**src/rtl/noc_arb_pkg.sv**
```systemverilog
// Shared types and helpers for the NoC output-port matrix arbiter.
package noc_arb_pkg;

    localparam int N_MAX = 16;
    localparam int IDX_W_MAX = $clog2(N_MAX);

    typedef enum logic {
        ARB_IDLE   = 1'b0,
        ARB_LOCKED = 1'b1
    } arb_state_e;

    function automatic int onehot_to_idx(input logic [N_MAX-1:0] oh);
        int idx;
        idx = 0;
        for (int i = 0; i < N_MAX; i++) begin
            if (oh[i]) idx = i;
        end
        return idx;
    endfunction

    // Packed position of p[i][j] (i > j) in the lower-triangle flop vector.
    function automatic int tri_idx(input int i, input int j);
        return (i * (i - 1)) / 2 + j;
    endfunction

endpackage

```
**src/rtl/arb_matrix_core.sv**
```systemverilog
// Triangular priority matrix with combinational grant; winner drops to lowest priority on upd.
module arb_matrix_core
    import noc_arb_pkg::*;
#(
    parameter int N = 5
) (
    input  logic         clk,
    input  logic         rst_n,
    input  logic [N-1:0] req,
    input  logic         upd,
    input  logic [N-1:0] win_oh,
    output logic [N-1:0] gnt
);

    localparam int NP = (N * (N - 1)) / 2;

    logic [NP-1:0] pri_q;
    logic [NP-1:0] pri_d;

    always_comb begin
        gnt = req;
        for (int i = 0; i < N; i++) begin
            for (int j = 0; j < N; j++) begin
                if (j < i) begin
                    gnt[i] = gnt[i] & (~req[j] | pri_q[tri_idx(i, j)]);
                end else if (j > i) begin
                    gnt[i] = gnt[i] & (~req[j] | ~pri_q[tri_idx(j, i)]);
                end
            end
        end
    end

    always_comb begin
        pri_d = pri_q;
        if (upd) begin
            for (int i = 1; i < N; i++) begin
                for (int j = 0; j < i; j++) begin
                    if (win_oh[i]) begin
                        pri_d[tri_idx(i, j)] = 1'b0;
                    end else if (win_oh[j]) begin
                        pri_d[tri_idx(i, j)] = 1'b1;
                    end
                end
            end
        end
    end

    // All ones: the highest index starts with the highest priority.
    always_ff @(posedge clk or negedge rst_n) begin
        if (!rst_n) begin
            pri_q <= '1;
        end else begin
            pri_q <= pri_d;
        end
    end

endmodule

```
**src/rtl/arbiter_matrix_wh.sv**
```systemverilog
// NoC output-port arbiter: least-recently-granted matrix plus wormhole packet lock.
//   state      | meaning
//   ARB_IDLE   | arbitrating each cycle; a head transfer updates priority
//   ARB_LOCKED | output owned by `owner` until its tail flit transfers
module arbiter_matrix_wh
    import noc_arb_pkg::*;
#(
    parameter int N       = 5,
    parameter bit LOCK_EN = 1'b1
) (
    input  logic                 clk,
    input  logic                 rst_n,
    input  logic [N-1:0]         req,
    input  logic [N-1:0]         last,
    input  logic                 out_ready,
    output logic [N-1:0]         gnt,
    output logic                 gnt_valid,
    output logic                 xfer,
    output logic                 locked,
    output logic [$clog2(N)-1:0] owner
);

    localparam int IDX_W = $clog2(N);

    arb_state_e       state_q, state_d;
    logic [IDX_W-1:0] owner_q, owner_d;
    logic [N-1:0]     core_gnt;
    logic [N-1:0]     lock_gnt;
    logic             tail;
    logic             upd;

    arb_matrix_core #(.N(N)) u_core (
        .clk    (clk),
        .rst_n  (rst_n),
        .req    (req),
        .upd    (upd),
        .win_oh (core_gnt),
        .gnt    (core_gnt)
    );

    assign locked    = (state_q == ARB_LOCKED);
    assign lock_gnt  = N'(1) << owner_q;
    assign gnt       = locked ? lock_gnt : core_gnt;
    assign gnt_valid = |gnt;
    assign xfer      = gnt_valid & (|(gnt & req)) & out_ready;
    assign tail      = |(gnt & last);
    assign upd       = xfer & ~locked;
    assign owner     = owner_q;

    always_comb begin
        state_d = state_q;
        owner_d = owner_q;
        case (state_q)
            ARB_IDLE: begin
                if (xfer && !tail) begin
                    state_d = ARB_LOCKED;
                    owner_d = IDX_W'(onehot_to_idx(N_MAX'(core_gnt)));
                end
            end
            ARB_LOCKED: begin
                if (xfer && tail) state_d = ARB_IDLE;
            end
            default: state_d = ARB_IDLE;
        endcase
        // Flit-level mode: never lock, owner keeps its reset value.
        if (!LOCK_EN) begin
            state_d = ARB_IDLE;
            owner_d = owner_q;
        end
    end

    always_ff @(posedge clk or negedge rst_n) begin
        if (!rst_n) begin
            state_q <= ARB_IDLE;
            owner_q <= '0;
        end else begin
            state_q <= state_d;
            owner_q <= owner_d;
        end
    end

endmodule

```
**config.mk**
```make
export PLATFORM = sky130hd
export DESIGN_NAME = arbiter_matrix_wh
export DESIGN_NICKNAME = d
export VERILOG_FILES = /design/src/rtl/noc_arb_pkg.sv /design/src/rtl/arb_matrix_core.sv /design/src/rtl/arbiter_matrix_wh.sv
export SDC_FILE = /design/constraint.sdc
export NUM_CORES = 1
export LEC_CHECK = 0
export CAP_MARGIN = 20
export CORE_MARGIN = 2
export CORE_UTILIZATION = 52
export CTS_BUF_LIST = sky130_fd_sc_hd__clkbuf_8
export DETAILED_ROUTE_END_ITERATION = 6
export GPL_TIMING_DRIVEN = 0
export PLACE_DENSITY = 0.91
export SYNTH_ARGS = -nofsm -noshare
export SYNTH_HDL_FRONTEND = slang
export SYNTH_SLANG_ARGS = --single-unit
```
**constraint.sdc**
```tcl
create_clock -name clk -period 4.7 [get_ports clk]
set_input_delay 0.47 -clock clk [delete_from_list [all_inputs] [get_ports clk]]
set_output_delay 0.47 -clock clk [all_outputs]
set_load 0.02 [all_outputs]
```
## Yosys cells after proc, flatten, opt, wreduce, memory -nomap -nowiden

Cells that the tools add are included.

| storage, ports and cells | value |
|---|---|
| word-level logic and storage cells | 123 |
| output and inout bits | 11 |
| bits of input ports | 13 |
| register bits | 14 |

| cells by class | value |
|---|---|
| bitwise operators | 61 |
| multiplexer cells | 22 |
| reductions and logical operators | 27 |
| shift operators | 1 |

Operator list:

| cell | number |
|---|---|
| 1-bit AND | 23 |
| 2-bit AND reduction | 11 |
| 1-bit OR | 20 |
| 2-bit nonzero test | 10 |
| 1-bit two-way mux | 17 |
| 1-bit NOT | 16 |
| 5-bit OR reduction | 3 |
| 5-bit AND | 2 |
| 3-bit two-way mux | 3 |
| 5-bit two-way mux | 1 |
| 1-bit by 3-bit left shift with 5-bit output (first input constant) | 1 |
| 1-bit logical AND | 2 |
| 1-bit case mux with 2 select lines | 1 |
| 1-bit logical NOT | 1 |

## Logic depth before layout (Yosys ltp)

| logic depth | value |
|---|---|
| depth after elaboration | 14 |
| mapped depth | 9 |
| gate-level depth less buffers | 9 |

## By module

A second synthesis with hierarchy kept.

| second synthesis, totals | value |
|---|---|
| cells, all modules | 90 |
| area total of the unflattened synthesis | 848.3 um^2 |

By module, submodules not included:

| module | area each (um^2) | seq. area each (um^2) | cells each | instances |
|---|---|---|---|---|
| arb_matrix_core | 485.5 | 262.8 | 51 | 1 |
| arbiter_matrix_wh | 362.8 | 100.1 | 39 | 1 |

## Worst setup path before layout

Ideal clock, no wire load.

| timing path | value |
|---|---|
| path type | register -> register |
| start | register u_core.pri_q[5] |
| end | register owner_q[0], in the netlist owner[0] |
| data arrival time | 2.718 ns |
| path buffers | 0 |
| stages on the path, launching flop included | 9 |
| clock period less this slack | 2.845 ns |
| required time | 4.572 ns |
| slack | 1.855 ns |
| library setup time | 0.128 ns |
| cell sequence | dfstp_2 -> inv_1 -> a222oi_1 -> o211ai_1 -> o21bai_1 -> nor4_1 -> a311o_1 -> or3_4 -> mux2_1 |

| on the way | value |
|---|---|
| elaborated cells on any way between the ends | 21 |
| those cells by class | 4 x mux; 11 x bitwise; 6 x reduce/logical |

RTL lines:

| what | line | source |
|---|---|---|
| from (decl) | arb_matrix_core.sv:17 | `logic [NP-1:0] pri_q;` |
| from (signal assigned) | arb_matrix_core.sv:53 | `pri_q <= pri_d;` |
| 1-bit OR * | arb_matrix_core.sv:25 | `gnt[i] = gnt[i] & (~req[j] \| pri_q[tri_idx(i, j)]);` |
| 1-bit AND * | arb_matrix_core.sv:25 |  |
| 1-bit AND * | arb_matrix_core.sv:27 | `gnt[i] = gnt[i] & (~req[j] \| ~pri_q[tri_idx(j, i)]);` |
| 5-bit two-way mux * | arbiter_matrix_wh.sv:43 | `assign gnt = locked ? lock_gnt : core_gnt;` |
| named net gnt[3] | arbiter_matrix_wh.sv:16 | `output logic [N-1:0] gnt,` |
| 5-bit AND | arbiter_matrix_wh.sv:45 | `assign xfer = gnt_valid & (\|(gnt & req)) & out_ready;` |
| 5-bit OR reduction | arbiter_matrix_wh.sv:45 |  |
| 1-bit AND (2 in series) | arbiter_matrix_wh.sv:45 |  |
| 1-bit logical AND * | arbiter_matrix_wh.sv:55 | `if (xfer && !tail) begin` |
| 2-bit AND reduction (no source line) * | -- |  |
| to (signal assigned) | arbiter_matrix_wh.sv:78 | `owner_q <= owner_d;` |
| to (decl) | arbiter_matrix_wh.sv:26 | `logic [IDX_W-1:0] owner_q, owner_d;` |

Mark *: on every way through the listed nets, which the timed path passes. The rest lies on a longest branch.
A chain may end at the register's enable or synchronous reset.

## Worst setup path after layout

| timing path | value |
|---|---|
| start | input req[3] |
| end | output xfer |

| on the way | value |
|---|---|
| longest elaborated chain between the ends | 9 |
| elaborated cells on any way between the ends | 22 |
| those cells by class | 1 x mux; 19 x bitwise; 2 x reduce/logical |

RTL lines:

| what | line | source |
|---|---|---|
| from (decl) | arbiter_matrix_wh.sv:13 | `input logic [N-1:0] req,` |
| 1-bit AND / 1-bit NOT (equally long branches) | arb_matrix_core.sv:25, arb_matrix_core.sv:27 |  |
| 1-bit AND / 1-bit OR (equally long branches) | arb_matrix_core.sv:25, arb_matrix_core.sv:27 |  |
| 1-bit AND, on equally long branches | arb_matrix_core.sv:25, arb_matrix_core.sv:27 |  |
| 1-bit AND | arb_matrix_core.sv:27 |  |
| 5-bit two-way mux | arbiter_matrix_wh.sv:43 |  |
| 5-bit AND | arbiter_matrix_wh.sv:45 |  |
| 5-bit OR reduction | arbiter_matrix_wh.sv:45 |  |
| 1-bit AND * (2 in series) | arbiter_matrix_wh.sv:45 |  |
| to (decl) | arbiter_matrix_wh.sv:18 | `output logic xfer,` |

Every way passes the cells marked *; elsewhere a longest branch is shown, timed or not.

==> out/results.txt <==
Rel. slew slack: 58.9%
Max Buffers Root-to-Sink: 2
Final Max Slew Viols: 0
syn_nets: 102
number of global-route vias before repair: 858
post-CTS setup buffer count: 0
HP Class: flip-flop to flip-flop
CTS resizes: 0
CP dominant cell by count: clkdlybuf4s50_1
Synth Cell Area: 851 um^2
slew of the pin with the lowest slew margin: 615 ps
Reg clk slew, reported paths: 60 ps
initial antenna violation count: 0
multiplexer share of the synthesized area: 3.97%
Util after Layout: 75.9%
Netlist cell types: 36
ratio of cells with drive above 1 in the final layout: 15.5%
Via density: 6.50
Yosys reg bits: 14
Final Cycle Share: 78.9%
first-pass GRT wire length: 4.06 mm
gr usage total: 29.3%
CP max stage delay: 600 ps
Switching Share: 40.3%
CTS root buffer: clkbuf_8
TritonCTS clock tree: yes
clock power share: 14.9%
register area share after synthesis: 42.6%
Fin Setup TNS: 0 ps
IO Port Bufs: 23
Setup crit start kind: input port
Compound-Gate Fraction of Synth Area: 31.2%
Critical Path RT: 4230 ps
yosys warns: 0
Core Region: 1520 um^2
CP max-delay cell: clkdlybuf4s50_1
DIE WIDTH: 44.5 um
Final HPWL DP: 1.70 mm
CTS buffer count: 3
final hold slack: 495 ps
Simple-Gate Fraction of Synth Area: 16.5%
total power per unit cell area: 700 nW/um^2
via count: 858
WS Path Type: input port to primary output
cell-internal power: 0.000483 W
RSZ-0062 raised after global routing: false
final hold vios: 0
nets@finish: 130
DP Cell Count: 128
Starting Density: 55.8%
Worst-Skew Late Latency: 250 ps
# rows: 14
Pleak: 0.507 nW
ANT nets after route: 0
Non-Filler Instances: 132
hold_buf cts: 0
Mapped Avg Cell Area: 9.56 um^2
pre-CTS setup slack: 1040 ps
IO Pins: 24
VDD IR-drop max: 0.367 mV
most frequent cells in the layout: clkdlybuf4s50_1 (23), inv_1 (12), nand2_1 (11), dfstp_2 (10), o21a_1 (6)
worst-path cell chain: clkdlybuf4s50_1 -> a222oi_1 -> o211ai_1 -> o21ai_1 -> a21oi_1 -> a311o_1 -> inv_1 -> clkdlybuf4s50_1
largest family of logic cells by synthesized area: compound AO/OA/AOI/OAI gates
Syn Inst Count: 89
clk_skew: 6.55 ps
Fmax: 0.270 GHz
Net Sw Power: 0.000326 W
# setup viols final: 0
pin count of the biggest net entering global routing: 15
number of max-cap violations: 0
xor/xnor cell area share of the yosys netlist: 0%
# diodes: 0
fin crit period: 3710 ps
status: finished, final reports clean
DRC: 0
Sink Count: 14
H-tree depth: 1
Die H: 44.5 um
crit path max fanout: 6
total global routing overflow: 0
Crit path arrival time: 3240 ps
combinational share of power: 51.7%
die area: 1980 um^2
Routability Congestion: 0.837
DRT Wirelength: 2.36 mm
area growth from synthesis to layout: 35.9%
1st-iter DRT viols: 34
CP Capture Type: primary output
worst setup margin: 990 ps
WL per Instance: 17.9 um
commonest non-fill, non-tap cell in the layout: clkdlybuf4s50_1
Reg power frac: 33.4%
Synth Area in Adders: 0%
Fillers: 108
First-pass DRT Iterations: 4
## cell families after synthesis
logic type,Yosys count
compound gates,32
flops,14
mux,3
simple gates,27
buf+inv,13
## worst max-delay path, delay by kind of cell
family | cells | cell delay (ps)
compound gates | 5 | 1510
buf+inv | 3 | 1240
## metal layers
layer | vias to the layer above | track usage, % | share of wire (%)
met5 | - | 0 | 0
met4 | 0 | 16.4 | 3.2
met3 | 12 | 6.94 | 9.2
met2 | 51 | 45.9 | 49
met1 | 407 | 37.2 | 39
li1 | 388 | - | -
## layout make-up
class	instances	area (um^2)	share of cell area (%)
clock buffers	4	55.1	4.76
multi-input cells	62	439	38.0
plain buffers	1	3.75	0.325
inverters	12	45.0	3.90
flip-flops and latches	14	363	31.4
well taps	16	20.0	1.73
repair buffers	23	230	19.9
## power by group through the flow
stage	Clock, W	Combinational, W	Sequential (W)
after floorplan	0	0.000244	0.000268
after global placement	0	0.000397	0.000264
after detailed placement	0	0.000411	0.000268
after CTS	0.000121	0.000417	0.000267
after global routing	0.000126	0.000455	0.000278
final	0.000120	0.000418	0.000270
## through the flow
stage	power [W]	area, um^2
finish	0.000809	1160
detailed placement	0.000680	1100
global route	0.000859	1160
CTS	0.000804	1160
floorplan	0.000512	851
global placement	0.000661	1100
## synthesized netlist by cell type
| cell type | number | area share [%] |
|---|---|---|
| or3_1 | 2 | 1.5 |
| o221ai_1 | 1 | 1.0 |
| inv_1 | 12 | 5.3 |
| o311ai_0 | 1 | 1.0 |
| o2bb2ai_1 | 1 | 1.0 |
| nor3_1 | 1 | 0.59 |
| o21ai_0 | 2 | 1.2 |
| mux2_1 | 2 | 2.6 |
| a21o_1 | 2 | 1.8 |
| a21boi_1 | 1 | 0.88 |
| a2111oi_2 | 1 | 1.8 |
| a21oi_1 | 1 | 0.59 |
| o21ai_1 | 1 | 0.59 |
| nor4_1 | 1 | 0.74 |
| nor2b_1 | 1 | 0.74 |
| a221o_1 | 1 | 1.2 |
| or3_4 | 1 | 1.3 |
| o21a_1 | 6 | 5.3 |
| o21bai_1 | 1 | 0.88 |
| nor2_1 | 4 | 1.8 |
| nand3b_1 | 1 | 0.88 |
| and2_1 | 2 | 1.5 |
| o211ai_1 | 3 | 2.6 |
| clkbuf_1 | 1 | 0.44 |
| and4b_1 | 1 | 1.2 |
| mux2_2 | 1 | 1.3 |
| nand2_1 | 11 | 4.9 |
| o22ai_2 | 1 | 1.5 |
| and3_1 | 1 | 0.74 |
| a311o_1 | 1 | 1.2 |
| a21boi_0 | 2 | 1.8 |
| a211o_1 | 1 | 1.0 |
| a222oi_1 | 5 | 5.9 |
| dfstp_2 | 10 | 31 |
| dfrtp_1 | 4 | 12 |
| nand2b_1 | 1 | 0.74 |
## flip-flops by register name, summed over array words and instances, names as in the netlist, named ones only
| name | flops |
|---|---|
| owner | 3 |
| u_core.pri_q | 10 |
## worst paths after layout
check,endpoint,from,slack (ps),cells after the start
min reg2reg,u_core.pri_q[8]$_DFFE_PN1P_,u_core.pri_q[8]$_DFFE_PN1P_,500,2
max in group asynchronous,owner[1]$_DFFE_PN0P_,rst_n,3700,1
max reg2reg,owner[0]$_DFFE_PN0P_,u_core.pri_q[5]$_DFFE_PN1P_,1760,8
min in group asynchronous,asynchronous set/reset pin,rst_n,610,1
max,xfer,req[3],990,8
min,u_core.pri_q[8]$_DFFE_PN1P_,u_core.pri_q[8]$_DFFE_PN1P_,500,2
No activity file was read; power rests on OpenSTA's default activity.
